### src/rtl/fetch_stage.sv
// fetch_stage: instruction-fetch front end.
// Owns the fetch PC and issues word fetches over a req/ack handshake that
// tolerates wait states. Returned instructions are buffered with their PCs
// in a DEPTH-entry prefetch FIFO. A redirect flushes the FIFO and restarts
// fetching at the new target.
// Optional build macro FETCH_PERF_EN enables the fetch and stall performance
// counters. When it is undefined, both perf outputs are tied to zero.
module fetch_stage #(
    parameter int unsigned        DWIDTH   = 32,
    parameter int unsigned        DEPTH    = 4,
    parameter logic [DWIDTH-1:0]  RESET_PC = '0
) (
    input  logic              clk,
    input  logic              reset,
    input  logic              redirect_valid,
    input  logic [DWIDTH-1:0] redirect_pc,
    output logic              mem_req,
    output logic [DWIDTH-1:0] mem_addr,
    input  logic              mem_ack,
    input  logic [DWIDTH-1:0] mem_rdata,
    output logic              inst_valid,
    output logic [DWIDTH-1:0] inst_data,
    output logic [DWIDTH-1:0] inst_pc,
    input  logic              inst_ready,
    output logic [31:0]       perf_fetched,
    output logic [31:0]       perf_stall
);

    localparam int unsigned PTR_W = (DEPTH > 1) ? $clog2(DEPTH) : 1;
    localparam logic [PTR_W:0] FULL_COUNT = (PTR_W + 1)'(DEPTH);

    // Clears the byte-offset bits so every fetch is word aligned.
    function automatic logic [DWIDTH-1:0] alignPc(input logic [DWIDTH-1:0] pc);
        return pc & ~DWIDTH'(3);
    endfunction

    // Sequential word address; wraps modulo 2^DWIDTH.
    function automatic logic [DWIDTH-1:0] nextPc(input logic [DWIDTH-1:0] pc);
        return pc + DWIDTH'(4);
    endfunction

    // FIFO pointer advance; DEPTH is a power of two so wrap is natural.
    function automatic logic [PTR_W-1:0] bumpPtr(input logic [PTR_W-1:0] ptr);
        return ptr + PTR_W'(1);
    endfunction

    logic [DWIDTH-1:0] fetchPc;
    logic [PTR_W-1:0]  rdPtr;
    logic [PTR_W-1:0]  wrPtr;
    logic [PTR_W:0]    count;

    logic [DWIDTH-1:0] pcBuf    [DEPTH];
    logic [DWIDTH-1:0] instrBuf [DEPTH];

    logic memReqInt;
    logic pushEn;
    logic popEn;

    // Request only while there is room. Requests are also withheld during reset
    // and redirect, so an ack in a flush cycle can never push stale data.
    assign memReqInt  = !reset && !redirect_valid && (count < FULL_COUNT);
    assign pushEn     = memReqInt && mem_ack;
    assign inst_valid = (count != '0);
    assign popEn      = inst_valid && inst_ready;

    assign mem_req   = memReqInt;
    assign mem_addr  = fetchPc;
    assign inst_data = instrBuf[rdPtr];
    assign inst_pc   = pcBuf[rdPtr];

    // Control state: reset beats redirect, and redirect beats push/pop.
    always_ff @(posedge clk) begin
        if (reset) begin
            fetchPc <= RESET_PC;
            rdPtr   <= '0;
            wrPtr   <= '0;
            count   <= '0;
        end else if (redirect_valid) begin
            fetchPc <= alignPc(redirect_pc);
            rdPtr   <= '0;
            wrPtr   <= '0;
            count   <= '0;
        end else begin
            if (pushEn) begin
                fetchPc <= nextPc(fetchPc);
                wrPtr   <= bumpPtr(wrPtr);
            end
            if (popEn) begin
                rdPtr <= bumpPtr(rdPtr);
            end
            if (pushEn && !popEn) begin
                count <= count + (PTR_W + 1)'(1);
            end else if (popEn && !pushEn) begin
                count <= count - (PTR_W + 1)'(1);
            end
        end
    end

    // FIFO payload: written on accepted fetches only, never reset.
    always_ff @(posedge clk) begin
        if (pushEn) begin
            pcBuf[wrPtr]    <= fetchPc;
            instrBuf[wrPtr] <= mem_rdata;
        end
    end

`ifdef FETCH_PERF_EN
    logic [31:0] fetchedCnt;
    logic [31:0] stallCnt;

    // Perf counters: cleared only by reset, so they survive redirects.
    always_ff @(posedge clk) begin
        if (reset) begin
            fetchedCnt <= '0;
            stallCnt   <= '0;
        end else begin
            if (pushEn) begin
                fetchedCnt <= fetchedCnt + 32'd1;
            end
            if (memReqInt && !mem_ack) begin
                stallCnt <= stallCnt + 32'd1;
            end
        end
    end

    assign perf_fetched = fetchedCnt;
    assign perf_stall   = stallCnt;
`else
    assign perf_fetched = '0;
    assign perf_stall   = '0;
`endif

endmodule

### config.mk
export PLATFORM = sky130hd
export DESIGN_NAME = fetch_stage
export DESIGN_NICKNAME = d
export VERILOG_FILES = /design/src/rtl/fetch_stage.sv
export SDC_FILE = /design/constraint.sdc
export NUM_CORES = 1
export LEC_CHECK = 0
export BUFFER_PORTS_ARGS = -buffer_cell sky130_fd_sc_hd__buf_2
export CAP_MARGIN = 40
export CELL_PAD_IN_SITES_DETAIL_PLACEMENT = 0
export CELL_PAD_IN_SITES_GLOBAL_PLACEMENT = 1
export CORE_MARGIN = 2
export CORE_UTILIZATION = 46
export DETAILED_ROUTE_END_ITERATION = 8
export GPL_TIMING_DRIVEN = 0
export HOLD_SLACK_MARGIN = 0.1
export PLACE_DENSITY = 0.84
export SLEW_MARGIN = 10
export SYNTH_ARGS = -nofsm -noshare
export SYNTH_HDL_FRONTEND = slang
export SYNTH_SLANG_ARGS = --single-unit
### constraint.sdc
create_clock -name clk -period 4.1 [get_ports clk]
set_input_delay 0.205 -clock clk [delete_from_list [all_inputs] [get_ports clk]]
set_output_delay 0.205 -clock clk [all_outputs]
set_load 0.1 [all_outputs]
==> results.tsv <==
stage	metric	value	unit
place	placed_area	0.0133	mm2
clock_network	cts.hold.buffers_added	62	
floorplanning	start_util	46.8	%
final_layout	antenna_cells	0	
outcome	status	completed	
critical_path	critPathBufInv	4	
drt	drt_first_pass_iters	6	
clock_network	tritoncts	done	
power	power_switching	0.00191	W
sta	fmax	332	MHz
critical_path	worst_setup_path_start_kind	flip-flop	
power	powerDensity	470	mW/mm2
final_layout	area.sequential	0.00823	mm2
power	p_comb_share	14.5	%
critical_path	end_kind	flip-flop	
synthesis	synth-main-ff-cell	edfxtp_1	
clock_network	insertion_delay	0.55	ns
drt	drt_wl_total	26100	um
sta	fin_skew	0.0166	ns
final_layout	syn_to_final_growth	27.4	%
synthesis	netlist_top_cells_area	edfxtp_1 63%, mux4_2 12%, dfxtp_1 6.6%	
sta	relSlewSlack	35.4	%
synthesis	yosysUniqueCellTypes	54	
floorplanning	die_w	164	um
clock_network	h-tree-depth	1	
critical_path	cp_slowest_stage_delay	0.53	ns
sta	setup_tns	0	ns
clock_network	post_cts_buffers	0	
synthesis	synth_cells	690	
sta	rsz0062_at_grt	no	
worst_hold_path	hp-class	in2reg	
grt	grt_util_all_layers	19.3	%
synthesis	synthArstFlopShare	0	%
floorplanning	die_h	164	um
critical_path	crit_chain	or4b_1 > clkbuf_1 > inv_1 > clkbuf_1 > ha_1 > inv_1 > fa_1 > xor2_1 > or3_1 > a21oi_1	
grt	grt_pass1_vias	6958	
critical_path	crit_family	simple AND/OR/NAND/NOR gates	
clock_network	cts-resized-gates	0	
sta	slew_viol_final	0	
synthesis	synth_top_area_share	63.4	%
sta	worstMarginPinSlew	0.961	ns
drt	ant_nets	0	
drt	drt-initial-drc-count	585	
final_layout	multi_input_area	0.00309	mm2
grt	grtUsageMet1	26.1	%
critical_path	cp_max_fo	10	
drt	wl_per_cell	19.1	um
drt	drc	0	
synthesis	yosysWarnings	0	
power	p_clk_share	38.8	%
critical_path	critPathRequiredTime	4.57	ns
sta	setup_violations	0	
sta	period_needed	3.01	ns
synthesis	synth.yosys.seq_area_share	70.1	%
final_layout	fin_area	0.0150	mm2
floorplanning	fp-row-count	58	
critical_path	critical_path_class	reg2reg	
place	place_congestion	0.823	
synthesis	synth_area_per_cell	17.0	um2
power	pwr-share-seq	46.8	%
power	max-vdd-ir-drop	286	uV
grt	grtUsageMet3	3.46	%
final_layout	final_util	59.6	%
clock_network	cts_buffers	30	
clock_network	clock_path_buffers	3	
drt	vias_per_cell	5.13	
synthesis	synth_area	0.0117	mm2
synthesis	ys_seq_elements	287	
synthesis	synth_top_area_cell	edfxtp_1	
final_layout	n_fill_cell	1968	
floorplanning	dieArea	0.0268	mm2
power	swShare	27.2	%
drt	num_vias	7020	
grt	top_usage_layer	met2	
floorplanning	ios	231	
final_layout	final_nets	1092	
grt	grt_overflow	0	
clock_network	path_clk_slew	0.06	ns
power	p_leak	5.43	nW
floorplanning	core	0.0251	mm2
place	portBuffers	160	
sta	fin_crit_sh	73.4	%
final_layout	drive_gt1_share	34.2	%
sta	hold_viol	0	
grt	grt_pass1_wl	39500	um
grt	gr-usage-met2	32.8	%
grt	antenna_found_initial	0	
critical_path	slowest_stage	or4b_1	
grt	grt_start_max_net_pins	49	
place	dp_hpwl	17000	um
power	p_int	0.00512	W
critical_path	crit_arrival	3.48	ns
synthesis	synth_edf_count	248	
clock_network	cts_root_buffer	clkbuf_16	
clock_network	numClockSinks	287	
flow_run	maxCapViolations	0	
-- metal layers --
layer	part of all wire [%]	vias to the layer above
li1	-	3254
met4	1.8	0
met3	6.4	50
met2	49	249
met1	42	3467
met5	0	-
-- flip-flops by register name (all words and copies together), names as in the netlist, named ones only --
register and flops:
count 3, pcBuf 120, instrBuf 128, wrPtr 2, rdPtr 2, mem_addr 30
-- worst paths after layout --
check	depth (start not counted)	end	start	slack (ns)
worst max-delay path	10	count[2]$_SDFFE_PP0P_	count[2]$_SDFFE_PP0P_	1.09
worst min-delay path	5	mem_addr[4]$_SDFFE_PP0P_	mem_ack	0.12
worst max register to register	10	count[2]$_SDFFE_PP0P_	count[2]$_SDFFE_PP0P_	1.09
worst min register to register	2	wrPtr[1]$_SDFFE_PP0P_	wrPtr[1]$_SDFFE_PP0P_	0.50
-- stage by stage --
| step | setup slack (ns) | hold WS, ns | instances | total power (W) |
|---|---|---|---|---|
| 2_1_floorplan | 0.874 | 0.304 | 757 | 0.00416 |
| 3_3_place_gp | -0.684 | 0.420 | 1247 | 0.00431 |
| 3_5_place_dp | 1.15 | 0.425 | 1252 | 0.00432 |
| 4_1_cts | 1.04 | 0.110 | 1368 | 0.00710 |
| 5_1_grt | 0.925 | 0.129 | 1368 | 0.00724 |
| 6_report | 1.09 | 0.124 | 1368 | 0.00704 |
-- cells in the final DEF (no fill, tap or decap), types with 3 or more instances in the layout --
cell	netlist	final
and3_1	3	3
nand4_1	10	10
and2_4	0	4
xnor2_1	9	9
a311o_1	3	3
buf_1	6	6
edfxtp_1	248	248
dfxtp_1	39	39
buf_2	7	167
buf_16	0	4
nor4_1	14	14
nand2_1	34	34
mux4_2	62	62
clkinv_2	0	4
nand3_1	10	10
or3_1	4	4
ha_1	6	6
and4_1	3	3
a311oi_1	5	5
bufinv_16	0	5
a21oi_1	14	14
or4b_1	3	3
or4_1	3	3
dlygate4sd3_1	0	62
buf_4	68	68
a31oi_1	7	7
o311ai_0	3	3
nor3_1	5	5
inv_1	11	11
clkbuf_16	0	31
o21ai_0	3	3
clkinv_1	0	10
and2_1	9	5
a211oi_1	9	9
xor2_1	8	8
conb_1	1	68
nor2_1	35	35
clkbuf_1	19	21
a2111oi_0	3	3
-- layout make-up --
class                      count  share of cell area [%]
multi-input combinational    358                    20.6
tap                          330                    2.76
timing repair buffer         227                    10.3
clock inverter                21                    1.49
buffer                       101                    4.31
clock buffer                  33                    5.23
sequential                   287                    55.0
inverter                      11                   0.276
-- synth_stat cells, drive strengths merged (2+ instances only) --
cell / instances
nand3: 11
and2: 9
xnor2: 9
a21oi: 14
a2111oi: 3
o211ai: 2
or2: 2
or4: 4
xor2: 8
clkbuf: 20
ha: 6
o311ai: 3
nor4: 14
o22ai: 2
and4: 3
dfxtp: 39
nand4b: 2
a31oi: 7
nor3: 5
and3: 4
mux4: 62
or3: 4
or4b: 3
buf: 81
inv: 11
o21ai: 3
nand4: 10
edfxtp: 248
a311o: 3
nand2: 34
nor2: 35
a211oi: 9
a311oi: 5
-- cell families after synthesis --
family,Yosys count,share of synthesized area [%]
and+or+nand+nor,144,6.40
xor gates and xnor gates,17,1.27
buffers and inverters,112,5.84
DFF,287,70.1
AOI/OAI and AO/OA,58,3.50
adders and majority gates,7,0.810
other,1,0.0319
muxes,64,12.1
-- tightest hold or removal path, stage by stage --
cell	delay, ns
buf_2	0.13
nand3b_1	0.10
xnor2_1	0.06
nand2_1	0.06
a21oi_1	0.06
-- power by group through the flow --
stage | Sequential [W] | Combinational (W) | Clock (W)
global route | 0.00330 | 0.00106 | 0.00289
detailed placement | 0.00335 | 0.000968 | 0
finish | 0.00329 | 0.00102 | 0.00273
global placement | 0.00335 | 0.000961 | 0
floorplan | 0.00348 | 0.000686 | 0
CTS | 0.00329 | 0.00102 | 0.00279
Power figures use the tool's default switching activity.
